==> config.mk <==
export PLATFORM = sky130hd
export DESIGN_NAME = mem_line_arbiter
export DESIGN_NICKNAME = d
export VERILOG_FILES = /design/src/rtl/mem_line_arbiter_pkg.sv /design/src/rtl/mem_line_arbiter_rr_pick.sv /design/src/rtl/mem_line_arbiter.sv
export SDC_FILE = /design/constraint.sdc
export NUM_CORES = 1
export LEC_CHECK = 0
export ABC_AREA = 1
export BUFFER_PORTS_ARGS = -buffer_cell sky130_fd_sc_hd__buf_2
export CELL_PAD_IN_SITES_DETAIL_PLACEMENT = 1
export CELL_PAD_IN_SITES_GLOBAL_PLACEMENT = 1
export CORE_MARGIN = 8
export CORE_UTILIZATION = 27
export CTS_CLUSTER_SIZE = 16
export DETAILED_ROUTE_END_ITERATION = 6
export GPL_TIMING_DRIVEN = 0
export PLACE_DENSITY_LB_ADDON = 0.1
export RECOVER_POWER = 25
export SYNTH_ARGS = -nofsm -noshare
export SYNTH_HDL_FRONTEND = slang
export SYNTH_HIERARCHICAL = 1
export SYNTH_SLANG_ARGS = --single-unit
export TNS_END_PERCENT = 50
==> constraint.sdc <==
create_clock -name clk -period 3.4 [get_ports clk]
set_input_delay 0.17 -clock clk [delete_from_list [all_inputs] [get_ports clk]]
set_output_delay 0.17 -clock clk [all_outputs]
set_load 0.02 [all_outputs]
==> src/rtl/mem_line_arbiter_pkg.sv <==
`default_nettype none
// ============================================================================
// Module : mem_line_arbiter_pkg
// Brief  : Shared types for the memory line arbiter. Holds the arbiter FSM
//          state encoding (2-bit) used by the top level.
// Rev    : 1.0 - initial release
// ============================================================================
package mem_line_arbiter_pkg;

  localparam int ARB_STATE_W = 2;

  // IDLE  : waiting for any requester
  // BUSY  : memory transaction in flight for the granted requester
  // ABORT : requester withdrew; finish the memory beat and drop the data
  // DRAIN : one dead cycle so a requester's registered valid can fall
  typedef enum logic [ARB_STATE_W-1:0] {
    ARB_IDLE  = 2'd0,
    ARB_BUSY  = 2'd1,
    ARB_ABORT = 2'd2,
    ARB_DRAIN = 2'd3
  } arb_state_e;

endpackage : mem_line_arbiter_pkg
`default_nettype wire

==> src/rtl/mem_line_arbiter_rr_pick.sv <==
`default_nettype none
// ============================================================================
// Module : rr_pick
// Brief  : Combinational rotating picker. Returns the first asserted bit of
//          valid at or after ptr, wrapping past N-1 back to 0. Driving ptr=0
//          turns it into a lowest-index-wins fixed-priority picker.
// Ports  : valid [N]  request vector
//          ptr   [PW] starting search position
//          any        at least one valid bit set
//          idx   [PW] index of the chosen requester (0 when any=0)
// Rev    : 1.0 - initial release
// ============================================================================
module rr_pick #(
  parameter int N  = 2,
  parameter int PW = $clog2(N)
) (
  input  logic [N-1:0]  valid,
  input  logic [PW-1:0] ptr,
  output logic          any,
  output logic [PW-1:0] idx
);

  logic [PW:0]   sum;
  logic [PW-1:0] cand;

  // Scan offsets from farthest to nearest so the nearest hit is the last
  // assignment and therefore the winner.
  always_comb begin
    any  = 1'b0;
    idx  = '0;
    sum  = '0;
    cand = '0;
    for (int k = N - 1; k >= 0; k--) begin
      sum = {1'b0, ptr} + (PW+1)'(k);
      if (sum >= (PW+1)'(N)) begin
        sum = sum - (PW+1)'(N);
      end
      cand = sum[PW-1:0];
      if (valid[cand]) begin
        any = 1'b1;
        idx = cand;
      end
    end
  end

endmodule : rr_pick
`default_nettype wire

==> src/rtl/mem_line_arbiter.sv <==
`default_nettype none
// ============================================================================
// Module : mem_line_arbiter
// Brief  : Shares one line-wide memory read port between NUM_REQ cache refill
//          requesters. One outstanding memory transaction at a time, with
//          round-robin (FIXED_PRIO=0) or lowest-index (FIXED_PRIO=1) grant.
// Ports  : clk, resetn (async, active low)
//          req_valid/req_addr  in   requester line read requests
//          req_ready           out  1-cycle completion pulse to the grantee
//          req_rdata           out  line data, broadcast, valid with req_ready
//          mem_valid/mem_addr  out  memory request, address latched at grant
//          mem_ready/mem_rdata in   memory completion pulse and line data
// Rev    : 1.0 - initial release
// ============================================================================
module mem_line_arbiter #(
  parameter int NUM_REQ    = 2,
  parameter int LINE_WIDTH = 64,
  parameter int ADDR_WIDTH = 32,
  parameter int FIXED_PRIO = 0
) (
  input  logic                          clk,
  input  logic                          resetn,
  input  logic [NUM_REQ-1:0]            req_valid,
  input  logic [NUM_REQ*ADDR_WIDTH-1:0] req_addr,
  output logic [NUM_REQ-1:0]            req_ready,
  output logic [LINE_WIDTH-1:0]         req_rdata,
  output logic                          mem_valid,
  output logic [ADDR_WIDTH-1:0]         mem_addr,
  input  logic                          mem_ready,
  input  logic [LINE_WIDTH-1:0]         mem_rdata
);

  import mem_line_arbiter_pkg::*;

  localparam int            PW       = $clog2(NUM_REQ);
  localparam logic [PW-1:0] LAST_IDX = PW'(NUM_REQ - 1);

  arb_state_e            state_q, state_d;
  logic [PW-1:0]         grant_q, grant_d;
  logic [PW-1:0]         rr_ptr_q, rr_ptr_d;
  logic [ADDR_WIDTH-1:0] mem_addr_q, mem_addr_d;
  logic                  mem_valid_q, mem_valid_d;

  logic [ADDR_WIDTH-1:0] addr_arr [NUM_REQ];
  logic [PW-1:0]         pick_ptr;
  logic [PW-1:0]         pick_idx;
  logic                  pick_any;
  logic [PW-1:0]         next_ptr;

  for (genvar gi = 0; gi < NUM_REQ; gi++) begin : g_unpack
    assign addr_arr[gi] = req_addr[gi*ADDR_WIDTH +: ADDR_WIDTH];
  end

  // Fixed priority is the rotating picker anchored at index 0.
  assign pick_ptr = (FIXED_PRIO != 0) ? '0 : rr_ptr_q;
  assign next_ptr = (grant_q == LAST_IDX) ? '0 : grant_q + 1'b1;

  rr_pick #(
    .N  (NUM_REQ),
    .PW (PW)
  ) u_pick (
    .valid (req_valid),
    .ptr   (pick_ptr),
    .any   (pick_any),
    .idx   (pick_idx)
  );

  always_comb begin
    state_d     = state_q;
    grant_d     = grant_q;
    rr_ptr_d    = rr_ptr_q;
    mem_addr_d  = mem_addr_q;
    mem_valid_d = mem_valid_q;
    req_ready   = '0;

    unique case (state_q)
      ARB_IDLE: begin
        if (pick_any) begin
          grant_d     = pick_idx;
          mem_addr_d  = addr_arr[pick_idx];
          mem_valid_d = 1'b1;
          state_d     = ARB_BUSY;
        end
      end
      ARB_BUSY: begin
        // Completion takes precedence over a same-cycle withdrawal.
        if (mem_ready) begin
          req_ready[grant_q] = 1'b1;
          mem_valid_d        = 1'b0;
          rr_ptr_d           = next_ptr;
          state_d            = ARB_DRAIN;
        end else if (!req_valid[grant_q]) begin
          state_d = ARB_ABORT;
        end
      end
      ARB_ABORT: begin
        // The memory beat must still be consumed; its data goes nowhere.
        if (mem_ready) begin
          mem_valid_d = 1'b0;
          rr_ptr_d    = next_ptr;
          state_d     = ARB_DRAIN;
        end
      end
      ARB_DRAIN: begin
        state_d = ARB_IDLE;
      end
      default: begin
        state_d = ARB_IDLE;
      end
    endcase
  end

  always_ff @(posedge clk or negedge resetn) begin
    if (!resetn) begin
      state_q     <= ARB_IDLE;
      grant_q     <= '0;
      rr_ptr_q    <= '0;
      mem_addr_q  <= '0;
      mem_valid_q <= 1'b0;
    end else begin
      state_q     <= state_d;
      grant_q     <= grant_d;
      rr_ptr_q    <= rr_ptr_d;
      mem_addr_q  <= mem_addr_d;
      mem_valid_q <= mem_valid_d;
    end
  end

  assign mem_valid = mem_valid_q;
  assign mem_addr  = mem_addr_q;
  assign req_rdata = mem_rdata;

endmodule : mem_line_arbiter
`default_nettype wire

==> impl_results.rst, run 1 <==
.. list-table::
   :header-rows: 1

   * - Metric
     - Value
   * - Result of the run
     - finished, violations left
   * - Violated checks
     - hold timing
   * - Data arrival time at the worst-slack endpoint
     - 1.41 ns
   * - FMAX
     - 633 MHz
   * - First DRT Iteration DRCs
     - 61
   * - Final HPWL from detailed placement
     - 7460 um
   * - Worst Path Max Fanout
     - 4
   * - Post-synthesis net count
     - 431
   * - Proportion of synthesized chip area in sequential cells
     - 36.5%
   * - Post-Synthesis Cells
     - 293
   * - Core Footprint
     - 9200 um^2
   * - Critical Path Start Type
     - flop
   * - Number of distinct library cells after synthesis
     - 21
   * - Number of cells upsized or downsized after cts
     - 0
   * - CTS Hold Bufs
     - 0
   * - Summed instance area of the synthesized netlist
     - 2540 um^2
   * - Fraction of final layout cells with drive strength greater than 1
     - 54.1%
   * - Number of max-slew violations in the final report
     - 0
   * - Number of design rule violations left after detail routing
     - 0
   * - Die Span Y
     - 113 um
   * - Buffer cell driving the clock tree root
     - clkbuf_8
   * - GRT Residual Overflow
     - 0
   * - Buffer count from post-CTS setup fixing
     - 0
   * - Die footprint
     - 12,800 um^2
   * - Initial Utilization
     - 27.6%
   * - Final Routed Wirelength
     - 9260 um
   * - Drt pass-1 iters
     - 3
   * - Number of diodes added for antenna fixing
     - 0
   * - Ordered cell list for the critical path
     - inv_1, ha_1, inv_1, nor3_1, buf_2
   * - CTS Buffer Depth
     - 2
   * - Pwr dens
     - 759 nW/um^2
   * - Data required time at the worst endpoint
     - 3.23 ns
   * - Via count of the first global-routing pass
     - 2,899
   * - Leading cell types by total area after synthesis
     - dfrtp_1 (37%), buf_4 (19%), a21oi_2 (14%)
   * - I/O pin count
     - 232
   * - MaxCap Viol Count
     - 0
   * - Crit path buf inv count
     - 3
   * - Weighted congestion at the end of routability-driven global placement
     - 0.700
   * - Fin Hold WS
     - -0.00571 ns
   * - Type of destination of the critical path
     - output pin
   * - Headroom to the max-slew limit
     - 42.0%
   * - Cell repeated most along the worst path
     - inv_1
   * - Worst r2r path cells
     - 6
   * - Worst clock skew
     - 0.00587 ns
   * - Static Leakage
     - 1.80 nW
   * - Antenna violations before repair
     - 0
   * - Final worst-path cycle share
     - 46.5%
   * - Register-to-register path setup slack
     - 1.88 ns
   * - Worst-Margin Slew
     - 0.869 ns
   * - Total Neg Setup Slack
     - 0 ns
   * - Mean post-synth cell area
     - 8.66 um^2
   * - Category of the critical setup timing path
     - reg -> out
   * - Global-route wire length before repair
     - 14,400 um
   * - Number of synthesized register bits
     - 37
   * - Endpoints failing hold
     - 20
   * - CTS buffer count
     - 5
   * - Tmin final
     - 1.58 ns
   * - Count of yosys warnings during synthesis
     - 6
   * - RSZ-0062 raised after global routing
     - no
   * - # clock sinks
     - 37
   * - Clock network latency to the later pin of the worst-skew pair
     - 0.29 ns
   * - Maximum number of pins on one net before global-route repair
     - 38
   * - Library cell occupying the most area in the post-synthesis netlist
     - dfrtp_1
   * - Post-DR vias/cell
     - 4.31
   * - Global-route usage over all layers
     - 14.2%
   * - Type of the worst min-delay path
     - in -> async
   * - Die X-Extent
     - 113 um
   * - Final-stage net count
     - 605
   * - CTS tree
     - done
   * - Setup violators final
     - 0
   * - H-tree depth
     - 2
   * - Slowest-stage cell, CP
     - dfrtp_1
   * - Largest stage delay, worst path
     - 0.43 ns
   * - Destination of the worst register-to-register timing path
     - mem_addr[15]
   * - Routed WL per cell
     - 16.0 um
   * - Reg2reg start
     - state_q[0]
   * - Category of cells accounting for the largest share of critical-path delay
     - flip-flops
   * - Area fraction of the dominant cell type after synthesis
     - 36.5%
   * - Maximum VDD drop
     - 0.000225 V
   * - Post-DRT Antenna Nets
     - 0
   * - PortBufs
     - 167
   * - Synthesis-to-layout area growth
     - 39.6%
   * - Number of cell rows
     - 35
   * - Number of fill cells
     - 1,166
   * - Total via count after detailed routing
     - 2,494
   * - Worst-path clk slew
     - 0.08 ns
==> worst max-delay path by stage <==
| stage | from | end | slack [ns] | cells after the start |
|---|---|---|---|---|
| after floorplan | state_q[0] | mem_addr[10] | 2.09 | 6 |
| after CTS | state_q[1] | req_ready[1] | 1.77 | 5 |
| final | state_q[1] | req_ready[1] | 1.82 | 5 |
| after detailed placement | state_q[1] | mem_addr[8] | 1.89 | 6 |
| after global placement | state_q[0] | mem_addr[15] | 1.93 | 6 |
| after global routing | state_q[1] | req_ready[1] | 1.67 | 5 |
==> layout by cell type (no fill, tap or decap), types with 2 or more instances in the layout <==
master and instances:
dfrtp_1 37, buf_6 5, clkinv_2 2, clkbuf_8 5
clkbuf_1 44, buf_4 64, inv_6 2, buf_12 3
a21oi_1 26, ha_1 5, inv_1 12, a21oi_2 40
buf_2 129, nand2_1 48, nand3_1 5, nor2_1 33
==> cell type report <==
| type | instances | area [um^2] | area share, % |
|---|---|---|---|
| buffer | 77 | 622 | 17.6 |
| clock buffer | 6 | 72.6 | 2.05 |
| clock inverter | 2 | 10.0 | 0.283 |
| inverter | 14 | 62.6 | 1.77 |
| multi-input combinational | 165 | 926 | 26.2 |
| sequential | 37 | 926 | 26.2 |
| tap | 111 | 139 | 3.92 |
| timing repair buffer | 167 | 782 | 22.1 |
==> Yosys cell counts (all sizes together) <==
cell,instances
nand3,5
o211ai,1
o21ai,1
inv,14
ha,5
a31oi,1
nand2,49
nor3,1
a21oi,66
dfrtp,37
nor2,34
buf,77
or2,2
==> state kept, by name, indices dropped and copies added (netlist names) <==
signal,count
grant_q,1
mem_addr,32
mem_valid,1
pick_ptr,1
state_q,2
==> routing by layer <==
layer	global-route usage (%)	vias to the layer above	part of all wire (%)
met5	0	-	0
met4	4.00	0	1.1
met3	6.98	7	12
met2	24.9	147	48
met1	14.7	1120	39
li1	-	1220	-
==> where the power goes <==
group	internal, mW	total (mW)	switching, mW
clock	0.142	0.308	0.166
sequential	0.663	0.783	0.120
combinational	0.616	1.60	0.981
==> per-stage QoR <==
stage / power (mW) / instance area (um^2) / utilization, % / std cells / setup slack, ns
after floorplan: 1.91 / 2540 / - / 293 / 2.09
after global placement: 2.40 / 3510 / 38.2 / 571 / 1.93
after detailed placement: 2.44 / 3510 / 38.2 / 571 / 1.89
after CTS: 2.76 / 3590 / 39.1 / 579 / 1.77
after global routing: 2.92 / 3540 / 38.5 / 579 / 1.67
final: 2.69 / 3540 / 38.5 / 579 / 1.82
==> kinds of logic (layout without fill, tap and decap cells) <==
| family | after synthesis | in the layout | share of synthesized area [%] |
|---|---|---|---|
| adders and majority gates | 5 | 5 | 2.47 |
| DFF | 37 | 37 | 36.5 |
| buffers and inverters | 91 | 266 | 27.0 |
| and+or+nand+nor | 91 | 91 | 14.4 |
| AOI/OAI and AO/OA | 69 | 69 | 19.7 |
Note: power is estimated with default switching activity, not from simulation.
==> run 2, diff against run 1 <==
- CORE_UTILIZATION: 27 -> 25
- clock period: 3.4 -> 1.6 ns (I/O delays scaled with it)
==> run 2 against run 1 <==
Against the previous run:
- the run now ends clean
- non-clock buffer count is 1 higher
- die area increased by 6.8%
- utilization fell by 1.9 points
- global-route usage decreased by 1.6 points
- critical path depth increased by 1
- count of clock-buffer cells in the layout increased by 1
- highest routed layer unchanged
==> impl_results.rst, run 2 (synthesis gave the netlist of run 1 again) <==
.. list-table::
   :header-rows: 1

   * - Metric
     - Value
   * - Fraction of final layout cells with drive strength greater than 1
     - 54.2% (was 54.1%)
   * - Result of the run
     - finished clean (was finished, violations left)
   * - Weighted congestion at the end of routability-driven global placement
     - 0.682 (was 0.700)
   * - Maximum number of pins on one net before global-route repair
     - 38 (unchanged)
   * - Final HPWL from detailed placement
     - 7400 um (was 7460 um)
   * - CTS buffer count
     - 5 (unchanged)
   * - Maximum VDD drop
     - 0.000492 V (was 0.000225 V)
   * - Buffer cell driving the clock tree root
     - clkbuf_8 (unchanged)
   * - I/O pin count
     - 232 (unchanged)
   * - Number of design rule violations left after detail routing
     - 0 (unchanged)
   * - Crit path buf inv count
     - 2 (was 3)
   * - Final-stage net count
     - 606 (was 605)
   * - Setup violators final
     - 0 (unchanged)
   * - Number of cells upsized or downsized after cts
     - 0 (unchanged)
   * - Type of the worst min-delay path
     - in -> reg (was in -> async)
   * - DP Cell Count
     - 593 (was 571)
   * - Initial Utilization
     - 25.8% (was 27.6%)
   * - PortBufs
     - 167 (unchanged)
   * - Final Routed Wirelength
     - 9140 um (was 9260 um)
   * - Antenna violations before repair
     - 0 (unchanged)
   * - RSZ-0062 raised after global routing
     - no (unchanged)
   * - Worst Path Max Fanout
     - 10 (was 4)
   * - Headroom to the max-slew limit
     - 39.9% (was 42.0%)
   * - Number of cell rows
     - 36 (was 35)
   * - Largest stage delay, worst path
     - 0.43 ns (about the same)
   * - Clock network latency to the later pin of the worst-skew pair
     - 0.29 ns (about the same)
   * - CTS Buffer Depth
     - 2 (unchanged)
   * - Worst-path clk slew
     - 0.08 ns (about the same)
   * - Type of destination of the critical path
     - flop (was output pin)
   * - Tmin final
     - 1.49 ns
   * - Total Neg Setup Slack
     - 0 ns (unchanged)
   * - CTS tree
     - done (unchanged)
   * - Post-DRT Antenna Nets
     - 0 (unchanged)
   * - FMAX
     - 672 MHz
   * - Via count of the first global-routing pass
     - 2,725 (was 2,899)
   * - Number of max-slew violations in the final report
     - 0 (unchanged)
   * - Slowest-stage cell, CP
     - dfrtp_1 (unchanged)
   * - Category of the critical setup timing path
     - reg -> reg (was reg -> out)
   * - Reg2reg start
     - state_q[0] (unchanged)
   * - Category of cells accounting for the largest share of critical-path delay
     - flip-flops (unchanged)
   * - MaxCap Viol Count
     - 0 (unchanged)
   * - Synthesis-to-layout area growth
     - 41.8% (was 39.6%)
   * - Routed WL per cell
     - 15.2 um (was 16.0 um)
   * - Flip-flop count of the largest register, all copies and words added
     - 32 (unchanged)
   * - Hold path startpoint
     - req_addr[57]
   * - Post-DR vias/cell
     - 4.10 (was 4.31)
   * - First DRT Iteration DRCs
     - 39 (was 61)
   * - GRT Residual Overflow
     - 0 (unchanged)
   * - Die footprint
     - 13,600 um^2 (was 12,800 um^2)
   * - Ordered cell list for the critical path
     - inv_1, ha_1, nand2_4, buf_6, a21oi_1, a21oi_2 (was inv_1, ha_1, inv_1, nor3_1, buf_2)
   * - Count of non-filler cells in the finished layout
     - 602 (was 579)
   * - Critical Path Start Type
     - flop (unchanged)
   * - Endpoints failing hold
     - 0 (was 20)
   * - Global-route usage over all layers
     - 12.6% (was 14.2%)
   * - Die X-Extent
     - 117 um (was 113 um)
   * - Commonest cells after routing, fill and taps aside
     - buf_2 (129), buf_4 (64), nand2_1 (48) (unchanged)
   * - Drt pass-1 iters
     - 4 (was 3)
   * - Global-route wire length before repair
     - 13,300 um (was 14,400 um)
   * - Static Leakage
     - 1.81 nW (was 1.80 nW)
   * - Most common cell after layout, fill and taps aside
     - buf_2 (unchanged)
   * - Number of diodes added for antenna fixing
     - 0 (unchanged)
   * - Worst-Margin Slew
     - 0.902 ns (was 0.869 ns)
   * - Worst clock skew
     - 0.00458 ns (was 0.00587 ns)
   * - Number of fill cells
     - 1,264 (was 1,166)
   * - Core Footprint
     - 9820 um^2 (was 9200 um^2)
   * - Final worst-path cycle share
     - 93.0%
   * - Data arrival time at the worst-slack endpoint
     - 1.67 ns (was 1.41 ns)
   * - Total via count after detailed routing
     - 2,467 (was 2,494)
   * - H-tree depth
     - 2 (unchanged)
   * - Pwr dens
     - 1600 nW/um^2 (was 759 nW/um^2)
   * - # clock sinks
     - 37 (unchanged)
   * - Source of the critical timing path
     - state_q[0] (was state_q[1])
   * - Die Span Y
     - 117 um (was 113 um)
   * - Data required time at the worst endpoint
     - 1.78 ns (was 3.23 ns)
-- run 2: worst paths after layout --
path	to	slack (ns)	cells after the start
max in group asynchronous	grant_q	0.57	2
worst min-delay path	mem_addr[25]	0.03	3
worst max-delay path	mem_addr[14]	0.11	6
worst min register to register	mem_valid	0.49	2
worst max register to register	mem_addr[14]	0.11	6
min in group asynchronous	mem_addr[17]	0.45	2
-- run 2: power breakdown --
| part | switching (mW) | total (mW) | internal (mW) |
|---|---|---|---|
| Combinational | 2.05 | 3.36 | 1.31 |
| Sequential | 0.247 | 1.66 | 1.41 |
| Clock | 0.349 | 0.739 | 0.390 |
-- run 2: stage by stage --
| step | setup slack [ns] | power (mW) | hold WS, ns | instance area [um^2] | utilization [%] |
|---|---|---|---|---|---|
| 3_5_place_dp | 0.109 | 5.16 | 0.269 | 3540 | 36.0 |
| 6_report | 0.111 | 5.76 | 0.0330 | 3600 | 36.6 |
| 3_3_place_gp | 0.141 | 5.09 | 0.274 | 3540 | 36.0 |
| 5_1_grt | 0.0114 | 6.28 | 0.0347 | 3600 | 36.6 |
| 4_1_cts | 0.0941 | 5.93 | 0.0180 | 3650 | 37.2 |
| 2_1_floorplan | 0.285 | 4.07 | -0.216 | 2540 | - |
-- run 2: worst reg2reg max path, stage by stage, from the launching register on --
cell	delay (ns)
dfrtp_1	0.43
inv_1	0.14
ha_1	0.26
nand2_4	0.15
buf_6	0.18
a21oi_1	0.16
a21oi_2	0.07
-- run 2: cell type report --
type	instances	area [um^2]	share of cell area [%]
Buffer	77	622	17.3
Sequential cell	37	926	25.7
Clock buffer	7	96.3	2.68
Timing Repair Buffer	168	792	22.0
Inverter	14	62.6	1.74
Clock inverter	1	5.00	0.139
Multi-Input combinational cell	165	926	25.7
Tap cell	133	166	4.63
-- run 2: timing repair --
action                                 4_1_cts  5_1_grt
setup endpoints to repair                    0        0
setup buffers                                0        0
endpoints found under the hold margin       37        0
hold buffers                                 1        0
-- run 2: per-layer routing --
layer | up-vias | global-route usage (%) | routed length [um]
met5 | - | 0 | 0
met4 | 0 | 4.10 | 74
met3 | 4 | 4.45 | 1090
met2 | 133 | 21.8 | 4520
met1 | 1111 | 14.1 | 3460
li1 | 1219 | - | -
==> run 3, diff against run 2 <==
==> constraint.sdc (replaced) <==
create_clock -name clk -period 1.6 [get_ports clk]
set_input_delay 0.16 -clock clk [delete_from_list [all_inputs] [get_ports clk]]
set_output_delay 0.16 -clock clk [all_outputs]
set_load 0.02 [all_outputs]
==> run 3 against run 2 <==
Against the previous run:
- the flow now finishes with violations (hold timing)
- utilization is 0.10 points lower
- global-route usage stayed put
- hold slack worse by 0.045 ns
- critical path type unchanged
- highest routed layer unchanged
- sequential power hardly changed
- cell area is 0.28% lower
==> impl_results.rst, run 3 (synthesis gave the netlist of run 1 again) <==
.. list-table::
   :header-rows: 1

   * - Metric
     - Value
   * - Weighted congestion at the end of routability-driven global placement
     - 0.682 (unchanged)
   * - Global-route usage over all layers
     - 12.6% (unchanged)
   * - Antenna violations before repair
     - 0 (unchanged)
   * - Clock network latency to the later pin of the worst-skew pair
     - 0.29 ns (about the same)
   * - Die footprint
     - 13,600 um^2 (unchanged)
   * - Number of fill cells
     - 1,265 (was 1,264)
   * - Finished Cell Area
     - 3590 um^2 (was 3600 um^2)
   * - Critical Path Start Type
     - flop (unchanged)
   * - Die Span Y
     - 117 um (unchanged)
   * - Final worst-path cycle share
     - 93.0% (about the same)
   * - Routed WL per cell
     - 15.2 um (about the same)
   * - Data arrival time at the worst-slack endpoint
     - 1.67 ns (about the same)
   * - Category of the critical setup timing path
     - reg -> reg (unchanged)
   * - H-tree depth
     - 2 (unchanged)
   * - Cell-internal power
     - 3.11 mW (about the same)
   * - Initial Utilization
     - 25.8% (unchanged)
   * - Number of max-slew violations in the final report
     - 0 (unchanged)
   * - # clock sinks
     - 37 (unchanged)
   * - Combinational Power Share
     - 58.4% (about the same)
   * - Total Neg Setup Slack
     - 0 ns (unchanged)
   * - PortBufs
     - 167 (unchanged)
   * - Data required time at the worst endpoint
     - 1.78 ns (about the same)
   * - I/O pin count
     - 232 (unchanged)
   * - Worst clock skew
     - 0.00458 ns (about the same)
   * - DP Cell Count
     - 593 (unchanged)
   * - Post-DRT Antenna Nets
     - 0 (unchanged)
   * - Buffer cell driving the clock tree root
     - clkbuf_8 (unchanged)
   * - Maximum number of pins on one net before global-route repair
     - 38 (unchanged)
   * - Violated checks
     - hold timing
   * - CTS Hold Bufs
     - 0 (was 1)
   * - Core Footprint
     - 9820 um^2 (unchanged)
   * - Fraction of final layout cells with drive strength greater than 1
     - 54.5% (was 54.2%)
   * - Number of cell rows
     - 36 (unchanged)
   * - Total net switching power
     - 2.65 mW (about the same)
   * - Number of diodes added for antenna fixing
     - 0 (unchanged)
   * - Number of cells upsized or downsized after cts
     - 0 (unchanged)
   * - Global-route wire length before repair
     - 13,300 um (unchanged)
   * - Worst Path Max Fanout
     - 10 (unchanged)
   * - Total via count after detailed routing
     - 2,465 (was 2,467)
   * - Placed inst area
     - 3540 um^2 (unchanged)
   * - Buffer count from post-CTS setup fixing
     - 0 (unchanged)
   * - Endpoints failing hold
     - 14 (was 0)
   * - Headroom to the max-slew limit
     - 40.0% (was 39.9%)
   * - FMAX
     - 672 MHz (about the same)
   * - Via count of the first global-routing pass
     - 2,719 (was 2,725)
   * - Fin Hold WS
     - -0.0123 ns (was 0.0330 ns)
   * - Synthesis-to-layout area growth
     - 41.4% (was 41.8%)
   * - Die X-Extent
     - 117 um (unchanged)
   * - Final-stage net count
     - 605 (was 606)
   * - Type of destination of the critical path
     - flop (unchanged)
   * - Post-DR vias/cell
     - 4.10 (about the same)
   * - GRT Residual Overflow
     - 0 (unchanged)
   * - Count of non-filler cells in the finished layout
     - 601 (was 602)
   * - Setup violators final
     - 0 (unchanged)
   * - CTS buffer count
     - 5 (unchanged)
   * - Result of the run
     - finished, violations left (was finished clean)
   * - Most common cell after layout, fill and taps aside
     - buf_2 (unchanged)
   * - Drt pass-1 iters
     - 4 (unchanged)
   * - Final HPWL from detailed placement
     - 7400 um (unchanged)
   * - Register share of total power
     - 28.8% (about the same)
   * - Worst-path clk slew
     - 0.08 ns (about the same)
   * - Switching part of the total
     - 46.0% (about the same)
   * - Worst r2r path cells
     - 6 (unchanged)
   * - Commonest cells after routing, fill and taps aside
     - buf_2 (129), buf_4 (64), nand2_1 (48) (unchanged)
   * - First DRT Iteration DRCs
     - 47 (was 39)
   * - Type of the worst min-delay path
     - in -> async (was in -> reg)
   * - MaxCap Viol Count
     - 0 (unchanged)
   * - CTS tree
     - done (unchanged)
   * - Proportion of power drawn by the clock network
     - 12.8% (about the same)
   * - Post-layout power
     - 5.76 mW (about the same)
   * - Pwr dens
     - 1610 nW/um^2 (was 1600 nW/um^2)
   * - Number of design rule violations left after detail routing
     - 0 (unchanged)
   * - Tmin final
     - 1.49 ns (about the same)
   * - Maximum VDD drop
     - 0.000492 V (about the same)
   * - Worst-Margin Slew
     - 0.901 ns (was 0.902 ns)
   * - Flip-flop count of the largest register, all copies and words added
     - 32 (unchanged)
   * - Static Leakage
     - 1.81 nW (about the same)
   * - CTS Buffer Depth
     - 2 (unchanged)
   * - Final Routed Wirelength
     - 9140 um (about the same)
   * - RSZ-0062 raised after global routing
     - no (unchanged)
[run 3: cell count changes in the layout (fill, tap and decap cells not counted)]
cell | before | now
dlygate4sd3_1 | 1 | 0
inv_2 | 0 | 1
inv_1 | 12 | 11
[run 3: path summary, 6_finish.rpt]
kind                       slack, ns          from            to
setup / recovery                0.11    state_q[0]  mem_addr[14]
hold / removal                 -0.01        resetn  mem_addr[17]
setup reg to reg                0.11    state_q[0]  mem_addr[14]
hold reg to reg                 0.49     mem_valid     mem_valid
max in group asynchronous       1.03        resetn       grant_q
min in group clk                0.11  req_addr[57]  mem_addr[25]
[run 3: through the flow]
stage | worst slack [ns] | util, %
floorplan | 0.285 | -
CTS | 0.0541 | 37.1
global route | 0.0114 | 36.5
finish | 0.112 | 36.5
detailed placement | 0.109 | 36.0
global placement | 0.141 | 36.0
[run 3: worst max-delay path, stage by stage, from the launching register on]
cell     delay (ns)
dfrtp_1        0.43
inv_1          0.14
ha_1           0.26
nand2_4        0.15
buf_6          0.18
a21oi_1        0.16
a21oi_2        0.07
[run 3: final cells by class]
| class | count | area, um^2 | area share (%) |
|---|---|---|---|
| flip-flops and latches | 37 | 926 | 25.8 |
| repair buffers | 167 | 782 | 21.8 |
| clock inverters | 1 | 5.00 | 0.140 |
| multi-input cells | 165 | 926 | 25.8 |
| clock buffers | 7 | 96.3 | 2.69 |
| plain buffers | 77 | 622 | 17.3 |
| inverters | 14 | 62.6 | 1.74 |
| well taps | 133 | 166 | 4.64 |
[run 3: layer usage]
metal / wire (um) / up-vias / GRT usage, %
met1: 3450 / 1111 / 14.1
met4: 74 / 0 / 4.10
li1: - / 1217 / -
met3: 1090 / 4 / 4.50
met2: 4520 / 133 / 21.8
met5: 0 / - / 0
[run 3: power groups by stage]
stage / combinational, mW / sequential (mW) / clock [mW]
2_1_floorplan: 1.88 / 2.19 / 0
3_3_place_gp: 3.42 / 1.66 / 0
3_5_place_dp: 3.47 / 1.68 / 0
4_1_cts: 3.48 / 1.67 / 0.785
5_1_grt: 3.73 / 1.73 / 0.821
6_report: 3.36 / 1.66 / 0.739
